==> src/rtl/dror_pkg.sv <==
// Shared types and helpers for the DROR/LIOR validation scheduler.
// Optional feature macro used by the top: DROR_EARLY_EXIT_EN.
package dror_pkg;

  typedef enum logic [2:0] {
    ST_IDLE    = 3'd0,
    ST_TGT_RD  = 3'd1,
    ST_TGT_CAP = 3'd2,
    ST_FETCH   = 3'd3,
    ST_DRAIN   = 3'd4,
    ST_RESULT  = 3'd5
  } state_t;

  // Default geometry: one point is {z,y,x} of COORD_W bits each.
  localparam int unsigned COORD_W    = 16;
  localparam int unsigned DM_DEFAULT = 8;
  localparam int unsigned LANE_W     = $clog2(DM_DEFAULT);

  typedef struct packed {
    logic [COORD_W-1:0] z;
    logic [COORD_W-1:0] y;
    logic [COORD_W-1:0] x;
  } point_t;

  // Number of batches of size den needed to cover num points.
  function automatic logic [63:0] ceil_div(input logic [63:0] num, input logic [63:0] den);
    return (num + den - 64'd1) / den;
  endfunction

endpackage

==> src/rtl/dror_lane_mask_gen.sv <==
// Per-lane valid mask for one candidate batch: a lane is live when its
// global point index lies inside the cloud and is not the target itself.
module dror_lane_mask_gen
  import dror_pkg::*;
#(
  parameter int IDX_W = 32,
  parameter int DM    = 8
) (
  input  logic [IDX_W-1:0] batch_idx,
  input  logic [IDX_W-1:0] size,
  input  logic [IDX_W-1:0] target_idx,
  output logic [DM-1:0]    mask
);

  localparam int LANE_BITS = $clog2(DM);
  localparam int GIDX_W    = IDX_W + LANE_BITS;

  for (genvar k = 0; k < DM; k++) begin : g_lane
    logic [GIDX_W-1:0] gidx;
    assign gidx    = {batch_idx, LANE_BITS'(k)};
    assign mask[k] = (gidx < GIDX_W'(size)) && (gidx != GIDX_W'(target_idx));
  end

endmodule

==> src/rtl/dror_validation_scheduler.sv <==
// Job sequencer in front of the DROR/LIOR validator core: fetches the target
// point, streams every candidate batch with a lane mask, clears the core's
// neighbour counter and returns one inlier/outlier verdict per job.
// Optional feature: define DROR_EARLY_EXIT_EN to stop scanning on the first hit.
module dror_validation_scheduler
  import dror_pkg::*;
#(
  parameter int N                = 16,
  parameter int DISTANCE_MODULES = 8,
  parameter int ADDR_W           = 16,
  parameter int CORE_LATENCY     = 2
) (
  input  logic                          i_clock,
  input  logic                          i_reset,
  input  logic                          i_start,
  output logic                          o_ready,
  input  logic [2*N-1:0]                i_target_idx,
  input  logic [2*N-1:0]                i_point_cloud_size,
  output logic                          o_rd_en,
  output logic [ADDR_W-1:0]             o_rd_addr,
  input  logic [3*N*DISTANCE_MODULES-1:0] i_rd_data,
  output logic [N-1:0]                  o_point_x,
  output logic [N-1:0]                  o_point_y,
  output logic [N-1:0]                  o_point_z,
  output logic [N*DISTANCE_MODULES-1:0] o_cp_x,
  output logic [N*DISTANCE_MODULES-1:0] o_cp_y,
  output logic [N*DISTANCE_MODULES-1:0] o_cp_z,
  output logic [DISTANCE_MODULES-1:0]   o_cp_valid,
  output logic                          o_core_clear,
  input  logic                          i_core_inlier,
  output logic                          o_result_valid,
  input  logic                          i_result_ready,
  output logic                          o_result_inlier,
  output logic                          o_result_err
);

  localparam int DM        = DISTANCE_MODULES;
  localparam int LANE_BITS = $clog2(DM);
  localparam int IDX_W     = 2 * N;
  localparam int DRAIN_W   = $clog2(CORE_LATENCY + 2) + 1;
  // The last batch is presented in the first DRAIN cycle; the core needs
  // CORE_LATENCY+1 further cycles before its flag is final.
  localparam logic [DRAIN_W-1:0] DRAIN_LAST = DRAIN_W'(CORE_LATENCY + 1);

`ifdef DROR_EARLY_EXIT_EN
  localparam bit EARLY_EXIT = 1'b1;
`else
  localparam bit EARLY_EXIT = 1'b0;
`endif

  state_t              state_q, state_d;
  logic [IDX_W-1:0]    idx_q, size_q, nbatch_q, b_q, cp_batch_q;
  logic [DRAIN_W-1:0]  drain_cnt_q;
  logic                cp_pending_q, hit_q, err_q;
  logic                accept, job_err, cp_live;
  logic [3*N-1:0]      tgt_word;
  logic [DM-1:0]       lane_mask;

  assign accept  = i_start && (state_q == ST_IDLE);
  assign o_ready = (state_q == ST_IDLE);

  // Invalid job: empty cloud, target outside it, or more batches than the RAM can address.
  assign job_err = (i_point_cloud_size == '0) || (i_target_idx >= i_point_cloud_size)
                || (ceil_div(64'(i_point_cloud_size), 64'(DM)) > (64'd1 << ADDR_W));

  // State register.
  // NOTE: clocked state uses non-blocking assignments so every flop samples pre-edge values.
  always_ff @(posedge i_clock or negedge i_reset) begin
    if (!i_reset) state_q <= ST_IDLE;
    else          state_q <= state_d;
  end

  // Next-state logic and RAM / core-clear strobes.
  // NOTE: every output of this block gets a default first, so no path can infer a latch.
  always_comb begin
    state_d      = state_q;
    o_rd_en      = 1'b0;
    o_rd_addr    = '0;
    o_core_clear = 1'b0;
    unique case (state_q)
      ST_IDLE:    if (i_start) state_d = job_err ? ST_RESULT : ST_TGT_RD;
      ST_TGT_RD: begin
        o_rd_en      = 1'b1;
        o_rd_addr    = ADDR_W'(idx_q >> LANE_BITS);
        o_core_clear = 1'b1;
        state_d      = ST_TGT_CAP;
      end
      ST_TGT_CAP: state_d = ST_FETCH;
      ST_FETCH: begin
        if (EARLY_EXIT && hit_q) begin
          state_d = ST_RESULT;
        end else begin
          o_rd_en   = 1'b1;
          o_rd_addr = ADDR_W'(b_q);
          if (b_q == nbatch_q - 1) state_d = ST_DRAIN;
        end
      end
      ST_DRAIN:   if ((EARLY_EXIT && hit_q) || (drain_cnt_q == DRAIN_LAST)) state_d = ST_RESULT;
      ST_RESULT:  if (i_result_ready) state_d = ST_IDLE;
      default:    state_d = ST_IDLE;
    endcase
  end

  // Pick the target's lane out of the batch returned by the target read.
  always_comb begin
    tgt_word = '0;
    for (int k = 0; k < DM; k++)
      if (idx_q[LANE_BITS-1:0] == LANE_BITS'(k)) tgt_word = i_rd_data[k*3*N +: 3*N];
  end

  // Job registers, batch counter, drain counter and the sticky verdict flag.
  always_ff @(posedge i_clock or negedge i_reset) begin
    if (!i_reset) begin
      idx_q        <= '0;
      size_q       <= '0;
      nbatch_q     <= '0;
      b_q          <= '0;
      cp_batch_q   <= '0;
      cp_pending_q <= 1'b0;
      drain_cnt_q  <= '0;
      hit_q        <= 1'b0;
      err_q        <= 1'b0;
      o_point_x    <= '0;
      o_point_y    <= '0;
      o_point_z    <= '0;
    end else begin
      cp_pending_q <= 1'b0;
      if (accept) begin
        idx_q    <= i_target_idx;
        size_q   <= i_point_cloud_size;
        nbatch_q <= IDX_W'(ceil_div(64'(i_point_cloud_size), 64'(DM)));
        err_q    <= job_err;
        if (job_err) hit_q <= 1'b0;
      end
      if (state_q == ST_TGT_RD) hit_q <= 1'b0;
      if (state_q == ST_TGT_CAP) begin
        o_point_x <= tgt_word[N-1:0];
        o_point_y <= tgt_word[2*N-1:N];
        o_point_z <= tgt_word[3*N-1:2*N];
        b_q       <= '0;
      end
      if ((state_q == ST_FETCH) && o_rd_en) begin
        b_q          <= b_q + 1;
        cp_pending_q <= 1'b1;
        cp_batch_q   <= b_q;
        drain_cnt_q  <= '0;
      end
      if (state_q == ST_DRAIN) drain_cnt_q <= drain_cnt_q + 1;
      if (((state_q == ST_FETCH) || (state_q == ST_DRAIN)) && i_core_inlier) hit_q <= 1'b1;
    end
  end

  // Batch data arrives one cycle after its read; a hit already seen kills it when exiting early.
  assign cp_live = cp_pending_q && !(EARLY_EXIT && hit_q);

  dror_lane_mask_gen #(.IDX_W(IDX_W), .DM(DM)) u_mask (
    .batch_idx  (cp_batch_q),
    .size       (size_q),
    .target_idx (idx_q),
    .mask       (lane_mask)
  );

  assign o_cp_valid = cp_live ? lane_mask : '0;

  for (genvar k = 0; k < DM; k++) begin : g_cp
    assign o_cp_x[k*N +: N] = cp_live ? i_rd_data[k*3*N       +: N] : '0;
    assign o_cp_y[k*N +: N] = cp_live ? i_rd_data[k*3*N + N   +: N] : '0;
    assign o_cp_z[k*N +: N] = cp_live ? i_rd_data[k*3*N + 2*N +: N] : '0;
  end

  assign o_result_valid  = (state_q == ST_RESULT);
  assign o_result_inlier = o_result_valid && hit_q;
  assign o_result_err    = o_result_valid && err_q;

endmodule

==> config.mk <==
export PLATFORM = sky130hd
export DESIGN_NAME = dror_validation_scheduler
export DESIGN_NICKNAME = d
export VERILOG_FILES = /design/src/rtl/dror_pkg.sv /design/src/rtl/dror_lane_mask_gen.sv /design/src/rtl/dror_validation_scheduler.sv
export SDC_FILE = /design/constraint.sdc
export NUM_CORES = 1
export LEC_CHECK = 0
export ABC_AREA = 0
export BUFFER_PORTS_ARGS = -buffer_cell sky130_fd_sc_hd__buf_2
export CAP_MARGIN = 20
export CORE_AREA = 2 2 355 357
export CTS_CLUSTER_DIAMETER = 150
export DETAILED_ROUTE_END_ITERATION = 8
export DIE_AREA = 0 0 357 359
export SYNTH_ARGS = -nofsm -noshare
export SYNTH_HDL_FRONTEND = slang
export SYNTH_SLANG_ARGS = --single-unit
==> constraint.sdc <==
create_clock -name i_clock -period 3.09 [get_ports i_clock]
set_input_delay 0.618 -clock i_clock [delete_from_list [all_inputs] [get_ports i_clock]]
set_output_delay 0.618 -clock i_clock [all_outputs]
set_load 0.005 [all_outputs]
* After elaboration in Yosys (flattened, before gate mapping)
Cells that the tools add are included.
** Storage, ports and cells
- Flip-flop bits (word level) :: 217
- Input bits :: 453
- Output and inout bits :: 462
** Operators by class
- Add/sub/neg operators :: 5
- $lt $le $gt $ge :: 10
- Equal/unequal tests :: 26
- Multiplexer cells :: 51
- Reductions and logical operators :: 26
** Operators by type and width (count)
- two-way mux 16 bit :: 24
- two-way mux 48 bit :: 8
- less-than comparator 35 x 32 -> 1 bit :: 8
- inequality test 35 x 32 -> 1 bit :: 8
- two-way mux 32 bit :: 2
- greater-than comparator 61 x 17 -> 1 bit, second input constant :: 1
- subtractor 33 x 1 -> 34 bit, second input constant :: 1
- adder 32 x 4 -> 33 bit, second input constant :: 1
- adder 32 x 1 -> 32 bit, second input constant :: 1
- equality test 32 bit :: 1
- greater-or-equal comparator 32 bit :: 1
- zero test 32 bit :: 1
- one-hot mux 16 bit (2 select lines) :: 1
- subtractor 32 x 1 -> 32 bit, second input constant :: 1
- two-way mux 3 bit :: 7
- equality test 3 bit, second input constant :: 6
- one-hot mux 3 bit (6 select lines) :: 1
- equality test 3 x 2 -> 1 bit, second input constant :: 5
- logical AND 1 bit :: 13
- two-way mux 8 bit :: 1
- two-way mux 1 bit :: 7
- equality test 3 x 1 -> 1 bit, second input constant :: 2
- zero test 3 bit :: 2
- inequality test 2 bit, second input constant :: 3
- 8 further kinds :: 12

* Depth between registers and ports, before layout
Gate-level depths: netlist of the first run.
- Depth after elaboration :: 9
- Gate-level depth with buffers :: 11
- Gate-level depth less buffers :: 10

* Hierarchy
A second synthesis of the first run with hierarchy kept.
** Unflattened totals
- Cells, all modules :: 2213
- Area, all modules :: 18139.9 um2
** By module, submodules not included
- dror_validation_scheduler :: instances 1, cells an instance 2035, area each 16863.7 um2, sequential area each 5380.2 um2
- dror_lane_mask_gen :: instances 1, cells an instance 178, area each 1276.2 um2, sequential area each 0.0 um2

* Worst setup path before layout of the first run
No wires, ideal clock.
- Kind :: reg-to-reg
- From :: register nbatch_q[12]
- To :: register state_q[0]
- Data arrival time :: 3.011 ns
- Slack :: -0.053 ns
- Cell stages (with the launch flop) :: 10
- Path buffers :: 1
- Period minus slack after synthesis :: 3.143 ns
- Cells stage by stage :: dfrtp_1 buf_6 or4_4 or4_4 or3_4 o41ai_2 nand4_1 or4_4 nor4_2 nor3_1
** On the way
- Word-level cells in the longest chain between the ends :: 4
** Ends and longest elaborated chain
- from (decl) :: RTL line dror_validation_scheduler.sv:52 : logic [IDX_W-1:0] idx_q, size_q, nbatch_q, b_q, cp_batch_q;
- from (signal assigned) :: RTL line dror_validation_scheduler.sv:131 : nbatch_q <= IDX_W'(ceil_div(64'(i_point_cloud_size), 64'(DM)));
- subtractor 32 x 1 -> 32 bit :: RTL line dror_validation_scheduler.sv:95 : if (b_q == nbatch_q - 1) state_d = ST_DRAIN;
- equality test 32 bit :: RTL line dror_validation_scheduler.sv:95
- inequality test 2 bit (no source line)
- AND reduction 4 bit (no source line)
- to (signal assigned) :: RTL line dror_validation_scheduler.sv:70 : else state_q <= state_d;
- to (decl) :: RTL line dror_validation_scheduler.sv:51 : state_t state_q, state_d;
No other way between the ends.
A chain may end at the register's enable or synchronous reset.

* Worst setup path after layout of the first run
- From :: register size_q[28]
- To :: output o_cp_valid[5]
** On the way
- Word-level cells in the longest chain between the ends :: 3
** Ends and longest elaborated chain
- from (decl) :: RTL line dror_validation_scheduler.sv:52
- from (signal assigned) :: RTL line dror_validation_scheduler.sv:130 : size_q <= i_point_cloud_size;
- less-than comparator 35 x 32 -> 1 bit :: RTL line dror_lane_mask_gen.sv:21 : assign mask[k] = (gidx < GIDX_W'(size)) && (gidx != GIDX_W'(target_idx));
- logical AND 1 bit :: RTL line dror_lane_mask_gen.sv:21
- two-way mux 8 bit :: RTL line dror_validation_scheduler.sv:163 : assign o_cp_valid = cp_live ? lane_mask : '0;
- to (decl) :: RTL line dror_validation_scheduler.sv:28 : output logic [DISTANCE_MODULES-1:0] o_cp_valid,
No other way between the ends.

==> results.md, run 1 <==
* Net Sw Frac at 49.7%
* Largest net degree at the start of global routing at 179
* Post-Syn Instances at approximately 2500
* Startpoint types: flip-flop
* DIE WIDTH at 357 µm
* Routed Antenna Nets at 0
* Post-synth EDFFs at 0
* Failing checks: negative setup slack
* Sink Count at between 200 and 250
* RSZ-0062 raised after global routing: true
* Vias/cell at 4.57
* Chip height at 359 µm
* Number of DRC markers in iteration 0 at 1929
* Count of input and output buffers at 914
* Total CTS buffers at 25
* Most common cell after layout, fill and taps aside: buf_2
* Detailed Route WL at 188000 µm
* Crit path capture type: output pin
* R2R cell count at 8
* Top_reg_cell synth: dfrtp_1
* Non-filler cells in the finished layout at 5106
* Flop2flop setup slack at -0.05 ns
* Clock share of power at between 10% and 20%
* R2r endpoint: state_q[0]$_DFFE_PN0P_
* Post-route setup TNS at -2.80 ns
* I/O pin count at roughly 900
* Initial Util at between 10% and 20%
* H-tree depth at 1
* Most frequent cells in the layout: buf_2, nand2_1, and2_1
* Die ar. at ~0.13 mm²
* Clock Tree Root: clkbuf_16
* Max Cap Viol at 0
* Fin crit period at 3.50 ns
* HP Class: input pin to flip-flop
* Skew final at 0.0300 ns
* Worst hold endpoint: idx_q[4]$_DFFE_PN0P_
* Share of post-route cells with drive strength above 1 at a little over a third
* WS Path Type: flip-flop to output pin
* Hold Crit Depth at 3
* DR pass1 iterations at 5
* Peak Freq at 286 MHz
* Post-route worst setup slack at -0.406 ns
* Floorplan Core Area at 0.125 mm²
* Syn Area/Cell at 7.44 µm²
* NumNets Final at between 3000 and 4000
* RD Place Congestion at slightly below 1
* Routed length per instance at 36.9 µm
* Total track usage at 28.2%
* Initial antenna violation count at between 100 and 150
* Period utilization at 113%
* WHS at between 0.2 and 0.3 ns
* Area Growth Syn to Fin at 47.1%
* R2R Path Start: nbatch_q[12]$_DFFE_PN0P_
* P_int at about 0.0095 W
* HP Start: i_target_idx[4]
* Seq/Total Area, Yosys at 29.4%
* Run status: finished, violations left
* Synth Net Count at 2975
* Worst EP arrival at between 2 and 3 ns
* DRC viols at 0
* Row cnt at 130
* Library cells used by synthesis at 59
* First-pass GRT wire length at 236000 µm
* Worst slew pin tran at 0.748 ns
* Dpl hpwl at approximately 160000 µm
* Slew headroom at about 50%
* Dpl cells at 5002
* Skew-Pair Late Insertion Delay at 0.57 ns
* Max IR drop VDD at ~0.00042 V
* Vias in the first global route at 22591
* Pwr dens at 704 mW/mm²
* Ys async rst share at 100%
* CP required at ~2.5 ns
* DR vias at about 23000
* Crit Path Max Fanout at 3
* TritonCTS clock tree: done
* Mapped Area at between 0.015 and 0.02 mm²
* Gr ovfl total at 0
* P_leak at 12.8 nW
* Clk slew on worst S/H paths at 0.06 ns
* Final hold violation count at 0
* Final Max Tran Viols at 0
* Seq pwr share at 25.5%
* Sw Pwr at about 0.0094 W
* Max clock buf depth at 3
* #FFs+latches synth at 215
* Final setup viols at 10
* Syn. warnings at 0
* Combinational power share at roughly three fifths
[critical path: stages (launching register included)]
cell	delay (ns)
dfrtp_1	0.38
inv_2	0.08
ha_4	0.20
a21o_1	0.16
a21o_1	0.15
a21o_1	0.16
a221oi_2	0.21
buf_4	0.16
o211ai_1	0.10
a21o_1	0.23
nand2b_4	0.18
a211oi_2	0.17
buf_2	0.15
[Yosys cell counts (54+ instances only)]
| library cell | number | area share (%) |
|---|---|---|
| a211oi_1 | 54 | 2.2 |
| a21oi_1 | 118 | 3.2 |
| and2_1 | 391 | 13 |
| clkbuf_1 | 164 | 3.4 |
| dfrtp_1 | 215 | 29 |
| ha_1 | 66 | 4.5 |
| inv_1 | 81 | 1.7 |
| mux2i_1 | 102 | 5.6 |
| nand2_1 | 448 | 9.2 |
| nor2_1 | 145 | 3.0 |
| o21ai_0 | 207 | 5.7 |
| xnor2_1 | 63 | 3.0 |
[flip-flops by register name (all words and copies together) (netlist names)]
register     flops
size_q          32
cp_batch_q      32
o_point_z       16
cp_live          1
o_point_x       16
hit_q            1
state_q          3
nbatch_q        30
o_point_y       16
b_q             32
drain_cnt_q      3
err_q            1
idx_q           32
[power by group through the flow]
stage                     Clock [W]  Sequential, W  Combinational (W)
after global routing        0.00323        0.00494             0.0119
after floorplan                   0        0.00445            0.00518
final                       0.00304        0.00482             0.0111
after CTS                   0.00313        0.00481             0.0110
after detailed placement          0        0.00484             0.0109
after global placement            0        0.00481             0.0108
[metal layers]
layer	GRT usage, %	up-vias	part of all wire [%]
li1	-	10270	-
met1	29.4	11242	35
met2	41.1	1338	41
met3	19.7	418	17
met4	17.2	52	7.4
met5	0	-	0.18
[logic make-up after synthesis]
family                     Yosys count  synth area share [%]
and+or+nand+nor                   1175                  31.9
xor gates and xnor gates            97                  4.65
DFF                                215                  29.4
adders and majority gates           66                  4.52
muxes                              112                  6.45
AOI/OAI and AO/OA                  523                  17.5
buffers and inverters              268                  5.55
[worst max-delay path by stage]
stage | start | end | depth (start not counted)
floorplan | nbatch_q[12]$_DFFE_PN0P_ | state_q[0]$_DFFE_PN0P_ | 9
global placement | i_point_cloud_size[2] | state_q[2]$_DFFE_PN0P_ | 12
detailed placement | i_point_cloud_size[2] | state_q[2]$_DFFE_PN0P_ | 12
CTS | size_q[28]$_DFFE_PN0P_ | o_cp_valid[0] | 12
global route | cp_batch_q[25]$_DFFE_PN0P_ | o_cp_valid[4] | 10
finish | size_q[28]$_DFFE_PN0P_ | o_cp_valid[5] | 12
[per-stage QoR]
step,cell area [µm²],setup WS [ns],power [W],util [%]
floorplan,18300,0.0154,0.00963,-
global placement,25700,-0.0623,0.0156,20.6
detailed placement,25700,-0.0900,0.0157,20.6
CTS,26700,-0.487,0.0189,21.4
global route,26800,-0.510,0.0201,21.5
finish,26900,-0.406,0.0189,21.6
[final cells by class]
type	count	area, µm²
Clock buffer	33	686
Timing Repair Buffer	1084	6040
Multi-Input combinational cell	1973	12100
Antenna cell	56	140
Sequential cell	215	5400
Tap cell	1650	2060
Fill cell	14243	97700
Inverter	83	318
Clock inverter	12	139
[timing repair]
action	in CTS	in global routing
cloned	0	0
buffers inserted	3	0
pin swaps	12	8
hold buffers	1	0
hold endpoints to repair	35	0
resized for setup	26	15
setup endpoints to repair	23	24
Note: power is estimated with default switching activity, not from simulation.
==> run 2, diff against run 1 <==
Settings changed: CTS_BUF_LIST set to sky130_fd_sc_hd__clkbuf_16.
==> run 2 against run 1 <==
Count of clock-buffer cells in the layout fell by 8. Hold slack barely moved. Non-clock buffer count did not move. Global-route usage barely moved. Final area fell by 0.16%. Highest routed layer unchanged. Cell count barely moved. Largest cell class unchanged. First-iteration DRC count rose by 0.62%. Die area did not move. The run still ends with negative setup slack left. Clock skew barely moved. Clock power fell by 3%.
==> results.md, run 2 (synthesis gave the netlist of run 1 again) <==
* Crit path capture type: output pin
* Pwr dens at 702 mW/mm²
* DR pass1 iterations at 5
* Gr ovfl total at 0
* Fin crit period at 3.49 ns
* Crit Path Max Fanout at 4
* HP Class: input pin to flip-flop
* Skew final at 0.0301 ns
* P_leak at about 13 nW
* Max IR drop VDD at 0.000413 V
* Period utilization at 113%
* Dpl ws at -0.0900 ns
* Max Cap Viol at 0
* Peak Freq at 286 MHz
* Multi-input logic area at 0.0121 mm²
* I/O pin count at just over 900
* Row cnt at 130
* Post-route setup TNS at -2.74 ns
* NumNets Final at 3901
* DR vias at 23328
* Worst EP arrival at 2.87 ns
* Final Max Tran Viols at 0
* Most common cell after layout, fill and taps aside: buf_2
* RD Place Congestion at 0.968
* Largest net degree at the start of global routing at around 180
* Routed length per instance at 36.9 µm
* Vias/cell at 4.57
* Finished layout cell area at 0.0268 mm²
* Number of DRC markers in iteration 0 at a little under 2000
* Clock Tree Root: clkbuf_16
* DIE WIDTH at between 300 and 400 µm
* Failing checks: negative setup slack
* Most frequent cells in the layout: buf_2, nand2_1, and2_1
* TritonCTS clock tree: done
* Initial Util at about 15%
* Area Growth Syn to Fin at 46.9%
* Dpl hpwl at 163000 µm
* Detailed Route WL at 188000 µm
* Total CTS buffers at 25
* Initial antenna violation count at 142
* First-pass GRT wire length at around 240000 µm
* Post-route worst setup slack at -0.402 ns
* Sink Count at ~220
* WS Path Type: flip-flop to output pin
* Max clock buf depth at 3
* DRC viols at 0
* Register Area at 0.00540 mm²
* RSZ-0062 raised after global routing: true
* CP required at 2.47 ns
* Count of input and output buffers at 914
* Run status: finished, violations left
* Slew headroom at 49.6%
* Clk slew on worst S/H paths at 0.06 ns
* Die ar. at between 0.1 and 0.15 mm²
* Startpoint types: flip-flop
* Chip height at 359 µm
* Filler Cells Inserted at 14251
* Skew-Pair Late Insertion Delay at 0.57 ns
* Placed Area at 0.0257 mm²
* Floorplan Core Area at 0.125 mm²
* Routed Antenna Nets at 0
* Total track usage at 28.2%
* Share of post-route cells with drive strength above 1 at 35.1%
* Vias in the first global route at 22600
* H-tree depth at 1
* Worst slew pin tran at around 0.76 ns
* Final setup viols at 10
* Final hold violation count at 0
-- run 2: cell type report --
type / count / share of cell area, %
repair buffers: 1084 / 22.5
clock inverters: 20 / 0.629
well taps: 1650 / 7.69
clock buffers: 25 / 2.33
diodes: 51 / 0.475
flip-flops and latches: 215 / 20.1
inverters: 83 / 1.18
multi-input cells: 1973 / 45.1
-- run 2: final timing paths --
kind                       depth (start not counted)                         end                       start  slack, ns
hold / removal                                     3        idx_q[4]$_DFFE_PN0P_             i_target_idx[4]       0.27
setup / recovery                                  10               o_cp_valid[4]  cp_batch_q[25]$_DFFE_PN0P_      -0.40
max in group asynchronous                          3           cp_live$_DFF_PN0_                     i_reset       1.53
hold reg to reg                                    2  cp_batch_q[29]$_DFFE_PN0P_  cp_batch_q[29]$_DFFE_PN0P_       0.48
min in group asynchronous                          2    o_point_y[3]$_DFFE_PN0P_                     i_reset       0.58
setup reg to reg                                   8      state_q[0]$_DFFE_PN0P_    nbatch_q[12]$_DFFE_PN0P_      -0.05
-- run 2: power by group --
part           switching [W]  total [W]  internal (W)  leakage (nW)
Sequential           0.00100    0.00482       0.00381          2.72
Combinational        0.00711     0.0111       0.00396          9.68
Clock                0.00130    0.00296       0.00165         0.404
Total                0.00942     0.0188       0.00943          12.8
-- run 2: what timing repair did --
action | in CTS | in global routing
buffers inserted | 3 | 0
pin swaps | 12 | 8
hold buffers | 1 | 0
setup endpoints to repair | 23 | 23
hold endpoints to repair | 35 | 0
cloned | 0 | 0
gates resized for setup | 26 | 15
-- run 2: worst max-delay path, stage by stage, from the launching register on --
cell      delay (ns)
dfrtp_1         0.41
ha_4            0.28
buf_4           0.09
nand3_1         0.08
nor2_2          0.13
nand3_2         0.11
or3_4           0.42
or2_2           0.35
a211oi_2        0.23
a211oi_2        0.07
buf_2           0.14
-- run 2: per-stage QoR --
step | util, % | hold WS, ns | cells | power [W]
2_1_floorplan | - | 0.322 | 2456 | 0.00963
3_3_place_gp | 20.6 | 0.463 | 5002 | 0.0156
3_5_place_dp | 20.6 | 0.470 | 5002 | 0.0157
4_1_cts | 21.4 | 0.245 | 5050 | 0.0188
5_1_grt | 21.5 | 0.256 | 5086 | 0.0200
6_report | 21.5 | 0.272 | 5101 | 0.0188
-- run 2: per-layer routing --
metal | vias up | GRT usage [%] | routed length (µm)
li1 | 10263 | - | -
met1 | 11268 | 29.4 | 65600
met2 | 1324 | 41.1 | 77100
met3 | 417 | 19.6 | 31100
met4 | 56 | 17.2 | 14000
met5 | - | 0 | 371
